### config.mk
export PLATFORM = sky130hd
export DESIGN_NAME = swan_column_loader
export DESIGN_NICKNAME = d
export VERILOG_FILES = /design/src/rtl/swan_pkg.sv /design/src/rtl/swan_column_loader.sv
export SDC_FILE = /design/constraint.sdc
export NUM_CORES = 1
export LEC_CHECK = 0
export CORE_UTILIZATION = 25
export CTS_BUF_LIST = sky130_fd_sc_hd__clkbuf_8 sky130_fd_sc_hd__clkbuf_16
export CTS_CLUSTER_SIZE = 25
export DETAILED_ROUTE_END_ITERATION = 10
export DONT_BUFFER_PORTS = 1
export GPL_TIMING_DRIVEN = 0
export PLACE_DENSITY = 0.42
export SLEW_MARGIN = 5
export SYNTH_ARGS = -nofsm -noshare
export SYNTH_HDL_FRONTEND = slang
export SYNTH_SLANG_ARGS = --single-unit
### constraint.sdc
create_clock -name clk -period 2.08 [get_ports clk]
set_input_delay 0.416 -clock clk [delete_from_list [all_inputs] [get_ports clk]]
set_output_delay 0.416 -clock clk [all_outputs]
set_load 0.005 [all_outputs]
### src/rtl/swan_pkg.sv
// Shared SWAN datapath constants, column-state encoding and half-block type.
package swan_pkg;

  localparam int BLOCK_SIZE  = 64;
  localparam int SIDE_SIZE   = BLOCK_SIZE / 2;
  localparam int COLUMN_SIZE = SIDE_SIZE / 4;

  typedef enum logic [1:0] {
    C0 = 2'd0,
    C1 = 2'd1,
    C2 = 2'd2,
    C3 = 2'd3
  } col_state_e;

  typedef logic [0:SIDE_SIZE-1] swan_half_t;

endpackage

### src/rtl/swan_column_loader.sv
// Assembles four byte columns into a half-block, XORs in the round subkey and
// offers the result to serial_rho over a single-slot valid/ready register.
//
// state | meaning
// C0    | waiting for column 0 (most significant byte)
// C1    | waiting for column 1
// C2    | waiting for column 2
// C3    | waiting for column 3; acceptance completes the word
module swan_column_loader #(
  parameter int BLOCK_SIZE  = swan_pkg::BLOCK_SIZE,
  parameter int SIDE_SIZE   = BLOCK_SIZE / 2,
  parameter int COLUMN_SIZE = SIDE_SIZE / 4
) (
  input  logic                   clk,
  input  logic                   rst_n,
  input  logic                   clr,
  input  logic [0:COLUMN_SIZE-1] col_in,
  input  logic                   col_valid,
  output logic                   col_ready,
  input  logic [0:SIDE_SIZE-1]   rk,
  output logic [0:SIDE_SIZE-1]   x_out,
  output logic                   x_valid,
  input  logic                   x_ready,
  output logic [1:0]             col_idx
);
  import swan_pkg::*;

  col_state_e                          state;
  logic [0:SIDE_SIZE-COLUMN_SIZE-1]    acc;
  logic                                col_fire;

  // The 4th column may land only if the output slot is free or draining now.
  assign col_ready = !clr && (state != C3 || !x_valid || x_ready);
  assign col_fire  = col_valid && col_ready;
  assign col_idx   = state;

  always_ff @(posedge clk or negedge rst_n) begin
    if (!rst_n) begin
      state   <= C0;
      acc     <= '0;
      x_out   <= '0;
      x_valid <= 1'b0;
    end else if (clr) begin
      state   <= C0;
      acc     <= '0;
      x_out   <= '0;
      x_valid <= 1'b0;
    end else begin
      if (x_valid && x_ready) begin
        x_valid <= 1'b0;
      end
      if (col_fire) begin
        case (state)
          C3: begin
            x_out   <= {acc, col_in} ^ rk;
            x_valid <= 1'b1;
            state   <= C0;
          end
          default: begin
            acc[int'(state)*COLUMN_SIZE +: COLUMN_SIZE] <= col_in;
            state <= col_state_e'(state + 2'd1);
          end
        endcase
      end
    end
  end

endmodule

Word-level counts from Yosys, hierarchy flattened
Cells that the tools add are included.
Storage, ports and cells
  input port bits: 45
  register bits after elaboration: 59
  word-level logic and storage cells: 38
Cells by class
  muxes and demuxes: 14
  $add $sub $neg: 2
  shift-type cells: 2
  eq/ne operators: 3
  reduce and logical (&&, ||, !) cells: 11
  bitwise logic cells: 2
Operators by type and width (number)
  $mux W32: 3
  $mux W24: 3
  $neg A32 Y33: 1
  $shift A25 B33 Y24 const A: 1
  $shiftx A25 B33 Y24: 1
  $not A5 Y32: 1
  $xor A32 B32 Y32: 1
  $bwmux W24: 1
  $mux W2: 3
  $mux W1: 4
  $ne A2 B2 Y1 const B: 2
  $reduce_and A2 Y1: 2
  $reduce_bool A2 Y1: 2
  $logic_and A1 B1 Y1: 3
  $add A2 B1 Y2 const B: 1
  $eq A2 B2 Y1 const B: 1
  $logic_not A1 Y1: 2
  $logic_or A1 B1 Y1: 2

Logic depth before layout (Yosys ltp)
  word-level depth: 7
  depth in mapped cells: 6
  gate-level depth less buffers: 5

Worst setup path before layout
Ideal clock, no wire load.
  path kind: reg-to-reg
  start point: register state[0] (netlist: col_idx[0])
  end point: register acc[16] in the netlist's numbering
  slack: 556 ps
  stages on the path, launching flop included: 6
  data required time: 2015 ps
  arrival: 1459 ps
  buffers on the path: 1
  period minus slack after synthesis: 1524 ps
  path through: dfrtp_1 > ha_1 > nor2b_4 > and4_1 > buf_2 > a22o_1
On the way
  word-level cells in the longest chain between the ends: 7
  elaborated cells between the ends (all ways): 17
  classes of those cells: add/sub (1); eq/ne (3); shift (2); mux (4); bitwise (1); reduce/logical (6)
RTL lines
  start: declaration: line swan_column_loader.sv:28  | col_state_e state;
  start signal: assignment: line swan_column_loader.sv:61  | state <= col_state_e'(state + 2'd1);
  $not A5 Y32 (implied by the code) / $ne A2 B2 Y1 (equally long branches): line swan_column_loader.sv:60, swan_column_loader.sv:33
  $neg A32 Y33 / $logic_or A1 B1 Y1 (equally long branches): line swan_column_loader.sv:60, swan_column_loader.sv:33
  $shiftx A25 B33 Y24 (tied with other cells): line swan_column_loader.sv:60  | acc[int'(state)*COLUMN_SIZE +: COLUMN_SIZE] <= col_in;
  $bwmux W24 / $logic_and A1 B1 Y1 (equally long branches): line swan_column_loader.sv:60, swan_column_loader.sv:33
  $mux W24 / $logic_and A1 B1 Y1 (equally long branches): line swan_column_loader.sv:53, swan_column_loader.sv:34
  $mux W24 / $reduce_bool A2 Y1 (equally long branches)
  $mux W24 / $reduce_and A2 Y1 (equally long branches)
  end signal: indexed assignment: line swan_column_loader.sv:60
  end: declaration: line swan_column_loader.sv:29  | logic [0:SIDE_SIZE-COLUMN_SIZE-1] acc;
Parallel ways exist; a longest one is shown, timed or not. The select of a mux whose other input is x is not followed.
A chain may end at the register's enable or synchronous reset.

Worst setup path after layout
  start point: register x_valid
  end point: output col_ready
On the way
  word-level cells in the longest chain between the ends: 4
RTL lines
  start: declaration: line swan_column_loader.sv:22  | output logic x_valid,
  start signal: assignment: line swan_column_loader.sv:42  | x_valid <= 1'b0;
  start signal: assignment: line swan_column_loader.sv:47  | x_valid <= 1'b0;
  start signal: assignment: line swan_column_loader.sv:50  | x_valid <= 1'b0;
  $logic_not A1 Y1: line swan_column_loader.sv:33  | assign col_ready = !clr && (state != C3 || !x_valid || x_ready);
  $logic_or A1 B1 Y1 (2 in a row): line swan_column_loader.sv:33
  $logic_and A1 B1 Y1: line swan_column_loader.sv:33
  end: declaration: line swan_column_loader.sv:19  | output logic col_ready,
No other way between the ends.

==> results.md <==
- Kind of critical path: reg -> out
- Net Count, Synth: 303
- CP startpoint kind: flop
- Crit-path max cell delay: 0.40 ns
- Setup Total Neg Slack: 0 ns
- Fraction of layout cells with a size suffix above 1: 12.87%
- GRT Overall Usage: 14.32%
- Root Buffer: clkbuf_16
- Layout Skew: 0.006071 ns
- FP Rows: 38
- Register Area: 1476 um2
- Reg-to-Reg Start: col_idx[0]$_DFFE_PN0P_
- Nets: 316
- CP Cell Sequence: nor2b_1 -> clkbuf_2 -> buf_2 -> a21oi_1
- DR iter-0 viols: 70
- Worst-path fanout max: 10
- Dpl cells: 394
- Unique masters post-synth: 25
- Via count: 1,901
- Crit path to: col_ready
- CP startpoint: x_valid$_DFF_PN0_
- R2R setup slack: 0.22 ns
- Detail Placement HPWL: 5510 um
- Min Tclk post-route: 1.901 ns
- Number of remaining DRC errors: 0
- Clock power frac: 52.8%
- Post-Synthesis Cells: 254
- Fillers: 1,129
- Final setup fails: 0
- YS warnings: 0
- Status: complete, no violations
- N_diodes: 0
- CTS Buf Count: 9
- Antenna Nets Post-Route: 0
- Sequential-to-total area share from yosys stat: 51.57%
- Die Ht: 109.0 um
- Setup Fix Bufs, Post-CTS: 0
- Post-synth ARST share: 100.0%
- Fmax: 526.2 MHz
- DRT Pass-1 Iters: 4
- Clk sinks: 59
- Most frequent cells after synthesis: dfrtp_1, a21o_1, nor4_1, xnor2_1, inv_1
- Fin area: 3397 um2
- Hold Vio Cnt, Final: 0
- Post-Syn Area: 2863 um2
- Multi-input logic area: 1239 um2
- Slew Limit Fails: 0
- Clock Pin Slew Worst Setup and Hold Paths: 0.05 ns
- RSZ-0062 raised after global routing: no
- Largest net degree at the start of global routing: 60
- Gate power share: 7.4%
- Top-count cell post-synth: dfrtp_1
- Die area: 11,880 um2
- Leading register cell type out of synthesis: dfrtp_1
- Maximum clock path buffer count: 2
- CTS H-Tree Depth: 3
- Gp weighted congestion: 0.7177
- Pwr/cell area: 892.8 nW/um2
- EDFF count, synth: 0
- Sw Pwr: 686.1 uW
- Synth area leader: dfrtp_1
- Peak VDD IR: 0.4047 mV
- # IOs: 81
- Worst path required time: 1.66 ns
- Leak: 1.707 nW
- Max-slew headroom: 65.68%
- Average wire per cell in the routed design: 18.71 um
- Die X: 109.0 um
- R2R cell count: 4
- Period utilisation layout: 91.37%
- Worst r2r dst: x_out[15]$_DFFE_PN0P_
- Worst hold path class: in -> reg
- Number of vias per cell: 4.614
- Post-layout util: 30.93%
- Final std cells w/o fill: 412
- Synth top area cells: dfrtp_1, xnor2_1, a21o_1, nor4_1, mux2i_1
- DRT Wirelength: 7709 um
- Sw Share: 22.62%
- Avg Inst Size Synth: 11.27 um2
- Vias in the first global route: 2,117
- Reg power frac: 39.7%
- PortBufs: 0
- CTS tree: done
- Max-Cap Viols: 0
- Initial antenna violation count: 0
- Top-area cell type share of the netlist area: 51.57%
- Crit end category: output pin
- Int Pwr: 2.347 mW
- Slew at the pin with the worst max-slew slack: 0.5127 ns
- Crit-path slowest cell: dfrtp_1
- Core outline area: 10,980 um2
- Global route overflow: 0
- Worst-skew pair later-pin latency: 0.33 ns
- First-pass GRT wire length: 12,250 um
- Layout area overhead: 18.66%
- Starting density of the core: 26.07%
- Synthesized flop and latch total: 59
- Critical Path AT: 1.48 ns
- Placed Area: 3038 um2
[sequential cells by signal, indices dropped and copies added, names as in the netlist]
| register | cells |
|---|---|
| x_out | 32 |
| col_idx | 2 |
| x_valid | 1 |
| acc | 24 |
[final cells by class]
cell class,count,area share (%)
tap,140,5.157
inverter,18,1.989
clock buffer,10,7.035
multi-input combinational,160,36.46
sequential,59,43.46
buffer,17,2.394
clock inverter,6,2.394
timing repair buffer,2,1.105
[cell usage in the layout, fill, tap and decap left out, types with 2 or more instances in the layout]
master,Yosys,routed
ha_1,4,4
inv_1,18,20
bufinv_16,0,2
nand2b_1,3,3
nand2_1,17,17
mux2i_1,17,17
clkbuf_1,3,2
a21o_1,32,32
xnor2_1,32,32
a22o_1,8,8
dfrtp_1,59,59
nor2_1,2,2
clkbuf_16,0,9
a21oi_1,2,2
nor4_1,32,32
buf_2,13,13
a21oi_4,2,2
[power groups by stage]
stage               combinational [mW]  clock (mW)  sequential (mW)
floorplan                        0.162           0             1.22
global placement                 0.197           0             1.23
detailed placement               0.198           0             1.23
CTS                              0.232        1.64             1.21
global route                     0.256        1.70             1.21
finish                           0.225        1.60             1.20
[worst max-delay path, delay by kind of cell, from the launching register on]
kind | cells | cell delay, ns
AND/OR/NAND/NOR | 1 | 0.14
AO/OA/AOI/OAI | 1 | 0.25
flip-flops | 1 | 0.40
buffers and inverters | 2 | 0.37
[layer usage]
| metal | global-route usage [%] | vias to the layer above | routed length, um |
|---|---|---|---|
| met3 | 5.380 | 9 | 546 |
| met1 | 18.26 | 927 | 3435 |
| met4 | 4.923 | 0 | 104 |
| met2 | 22.10 | 50 | 3623 |
| met5 | 0 | - | 0 |
| li1 | - | 915 | - |
[cell families after synthesis]
| logic type | Yosys count | share of synthesized area, % |
|---|---|---|
| AO/OA/AOI/OAI | 48 | 13.37 |
| XOR/XNOR | 32 | 9.790 |
| adder cells (fa/ha/maj) | 4 | 1.748 |
| buffers and inverters | 35 | 5.157 |
| flip-flops | 59 | 51.57 |
| multiplexers | 17 | 5.944 |
| AND/OR/NAND/NOR | 59 | 12.41 |
[worst min-delay path by stage]
stage | from | end | slack, ns | depth (start not counted)
after global routing | col_in[2] | acc[18]$_DFFE_PN0P_ | 0.21 | 1
after CTS | col_in[0] | acc[16]$_DFFE_PN0P_ | 0.21 | 1
after global placement | rst_n | x_out[24]$_DFFE_PN0P_ | 0.12 | 0
after detailed placement | rst_n | x_out[24]$_DFFE_PN0P_ | 0.12 | 0
after floorplan | rst_n | acc[0]$_DFFE_PN0P_ | 0.12 | 0
final | col_in[1] | acc[1]$_DFFE_PN0P_ | 0.22 | 2
[timing repair]
item                       CTS  global route
hold buffers                 2             0
resized for setup            0             2
hold endpoints to repair    59             0
setup endpoints to repair    0             1
[stage by stage]
stage                     hold WS, ns  setup slack [ns]  power, mW
after floorplan                0.1204            0.5560      1.380
after global placement         0.1216            0.1881      1.424
after detailed placement       0.1221            0.1548      1.425
after CTS                      0.2108           0.04933      3.078
after global routing           0.2070           0.02069      3.170
final                          0.2207            0.1795      3.033
Note: power is estimated with default switching activity, not from simulation.
==> RTL edit (same flow settings) <==
Set the package constant `BLOCK_SIZE` to 32 (it was 64).
--- a/src/rtl/swan_pkg.sv
+++ b/src/rtl/swan_pkg.sv
@@ -3,3 +3,3 @@
 
-  localparam int BLOCK_SIZE  = 64;
+  localparam int BLOCK_SIZE  = 32;
   localparam int SIDE_SIZE   = BLOCK_SIZE / 2;
Interface: changed (resized col_in, rk and x_out); port bits go from 81 to 45. No check against the original RTL was run, so the function may have changed too.
==> RTL edit against the unedited design <==
The run now ends with DRC left. Fmax increased by 1.7%. Register-to-register slack improved by 150 ps. Hold slack improved by 48 ps. Worst setup slack improved by 32 ps. Final area decreased by 44%. Clock skew decreased by 2.2 ps. First-iteration DRC count decreased by 57%. Die area decreased by 41%. Wire length decreased by 49%. Largest cell class is now multi-input gates. Critical path type unchanged. Area after synthesis decreased by 41%. Sequential cell count decreased by 28. Total power decreased by 60%.
==> RTL edit: results (changes against the unedited design) <==
status finished, violations left (was finished, final reports clean); failing checks DRC; share of cells above drive strength 1 0.2075 (was 0.1287); top post-synthesis cells by count 31 x dfrtp_1, 16 x a21o_1, 16 x xnor2_1 (was 59 x dfrtp_1, 32 x a21o_1, 32 x nor4_1, 32 x xnor2_1, 18 x inv_1); DR vias/cell 4.627 (was 4.614); drt total wl 3.937 mm (was 7.709 mm); CP Data Arrival Time 1450 ps (was 1480 ps); pin count of the biggest net entering global routing 32 (was 60); All-Layer GR Usage 0.1216 (was 0.1432); clk_skew 3.840 ps (was 6.071 ps); Detailed Routing Iterations Pass 1 7 (was 4); Syn Inst Count 149 (was 254); first-pass GRT wire length 6.375 mm (was 12.25 mm); fillcell total 650 (was 1129); Root Driver clkbuf_8 (was clkbuf_16); Worst VDD drop 0.0001910 V (was 0.0004047 V); actual slew at the worst max-slew pin 401.0 ps (was 512.7 ps); GPL Wtd Cong 0.7664 (was 0.7177); H-tree depth 2 (was 3); syn nets 178 (was 303); worst skew pair latency 280 ps (was 330 ps); Iteration-0 DRC Markers 30 (was 70); Net count, final 187 (was 316); largest cells by area after synthesis dfrtp_1 46%, xnor2_1 8.4%, mux2i_1 7.8% (was dfrtp_1 52%, xnor2_1 9.8%, a21o_1 8.4%); Detail Placement HPWL 2.989 mm (was 5.510 mm); Num CTS Buffers 5 (was 9); DP Worst Slack 371.5 ps (was 154.8 ps); leak pwr 0.9057 nW (was 1.707 nW); sequential area share after synthesis 0.4623 (was 0.5157); DP Cell Count 226 (was 394); max FFs per register 16 (was 32); Setup Fix Bufs, Post-CTS 0 (unchanged); vias in the first global route 1193 (was 2117); Clk pin slew, worst setup/hold paths 60 ps; # DRC 2 (was 0); worst-case reg-to-reg path depth 5 (was 4); Non-Filler Instances 236 (was 412)
-- RTL edit: cell count changes after synthesis, moves of 5 or more --
cell,delta
dfrtp_1,-28
nor4_1,-25
a21o_1,-16
xnor2_1,-16
buf_2,-9
nor4_2,+9
a22o_1,-7
nand2_1,-5
-- RTL edit: worst paths after layout --
check	start	end	slack [ps]
setup / recovery	x_valid	col_ready	210
hold / removal	col_in[2]	acc[2]	270
setup reg to reg	col_idx[0]	x_out[14]	370
hold reg to reg	x_out[4]	x_out[4]	510
max in group asynchronous	rst_n	acc[6]	1310
min in group asynchronous	rst_n	col_idx[1]	600
-- RTL edit: per-layer routing --
layer | vias up | routed length, um | GRT usage
li1 | 528 | - | -
met3 | 8 | 141 | 0.03462
met5 | - | 0 | 0
met4 | 0 | 117 | 0.06740
met1 | 535 | 1609 | 0.1312
met2 | 21 | 2068 | 0.2131
-- RTL edit: cell type report --
class,count,area [sq um],area share
Tap cell,77,96.34,0.05109
Clock buffer,5,68.82,0.03650
Timing Repair Buffer,2,30.03,0.01593
Multi-Input combinational cell,96,799.5,0.4240
Sequential cell,31,775.7,0.4114
Clock inverter,3,12.51,0.006636
Inverter,15,56.30,0.02986
Buffer,7,46.29,0.02455
-- RTL edit: what timing repair did --
item	in CTS	in global routing
gates resized for setup	0	0
endpoints found under the hold margin	31	0
hold buffers	2	0
-- RTL edit: critical path, stage by stage, from the launching register on --
cell and delay [ps]:
dfrtp_1 440, nor2b_1 150, buf_2 170, buf_6 170
a21oi_1 240
-- RTL edit: kinds of logic after synthesis --
group	Yosys count	share of synthesized area
flops	31	0.4623
compound gates	24	0.1089
mux	13	0.07755
xor+xnor	16	0.08352
fa+ha+maj	4	0.02983
buf+inv	22	0.06114
simple gates	39	0.1767
-- RTL edit: power by group --
part	switching (W)	total (W)	internal, W	leakage [nW]
combinational	0.0000780	0.000141	0.0000631	0.426
sequential	0.0000177	0.000636	0.000619	0.429
clock	0.000213	0.000437	0.000224	0.0505
-- RTL edit: per-stage QoR --
step	area [sq um]	hold slack (ps)	util
6_report	1886	268.6	0.2936
3_3_place_gp	1774	121.4	0.2763
4_1_cts	1886	256.0	0.2936
5_1_grt	1886	268.2	0.2936
2_1_floorplan	1678	120.4	-
3_5_place_dp	1774	121.4	0.2763
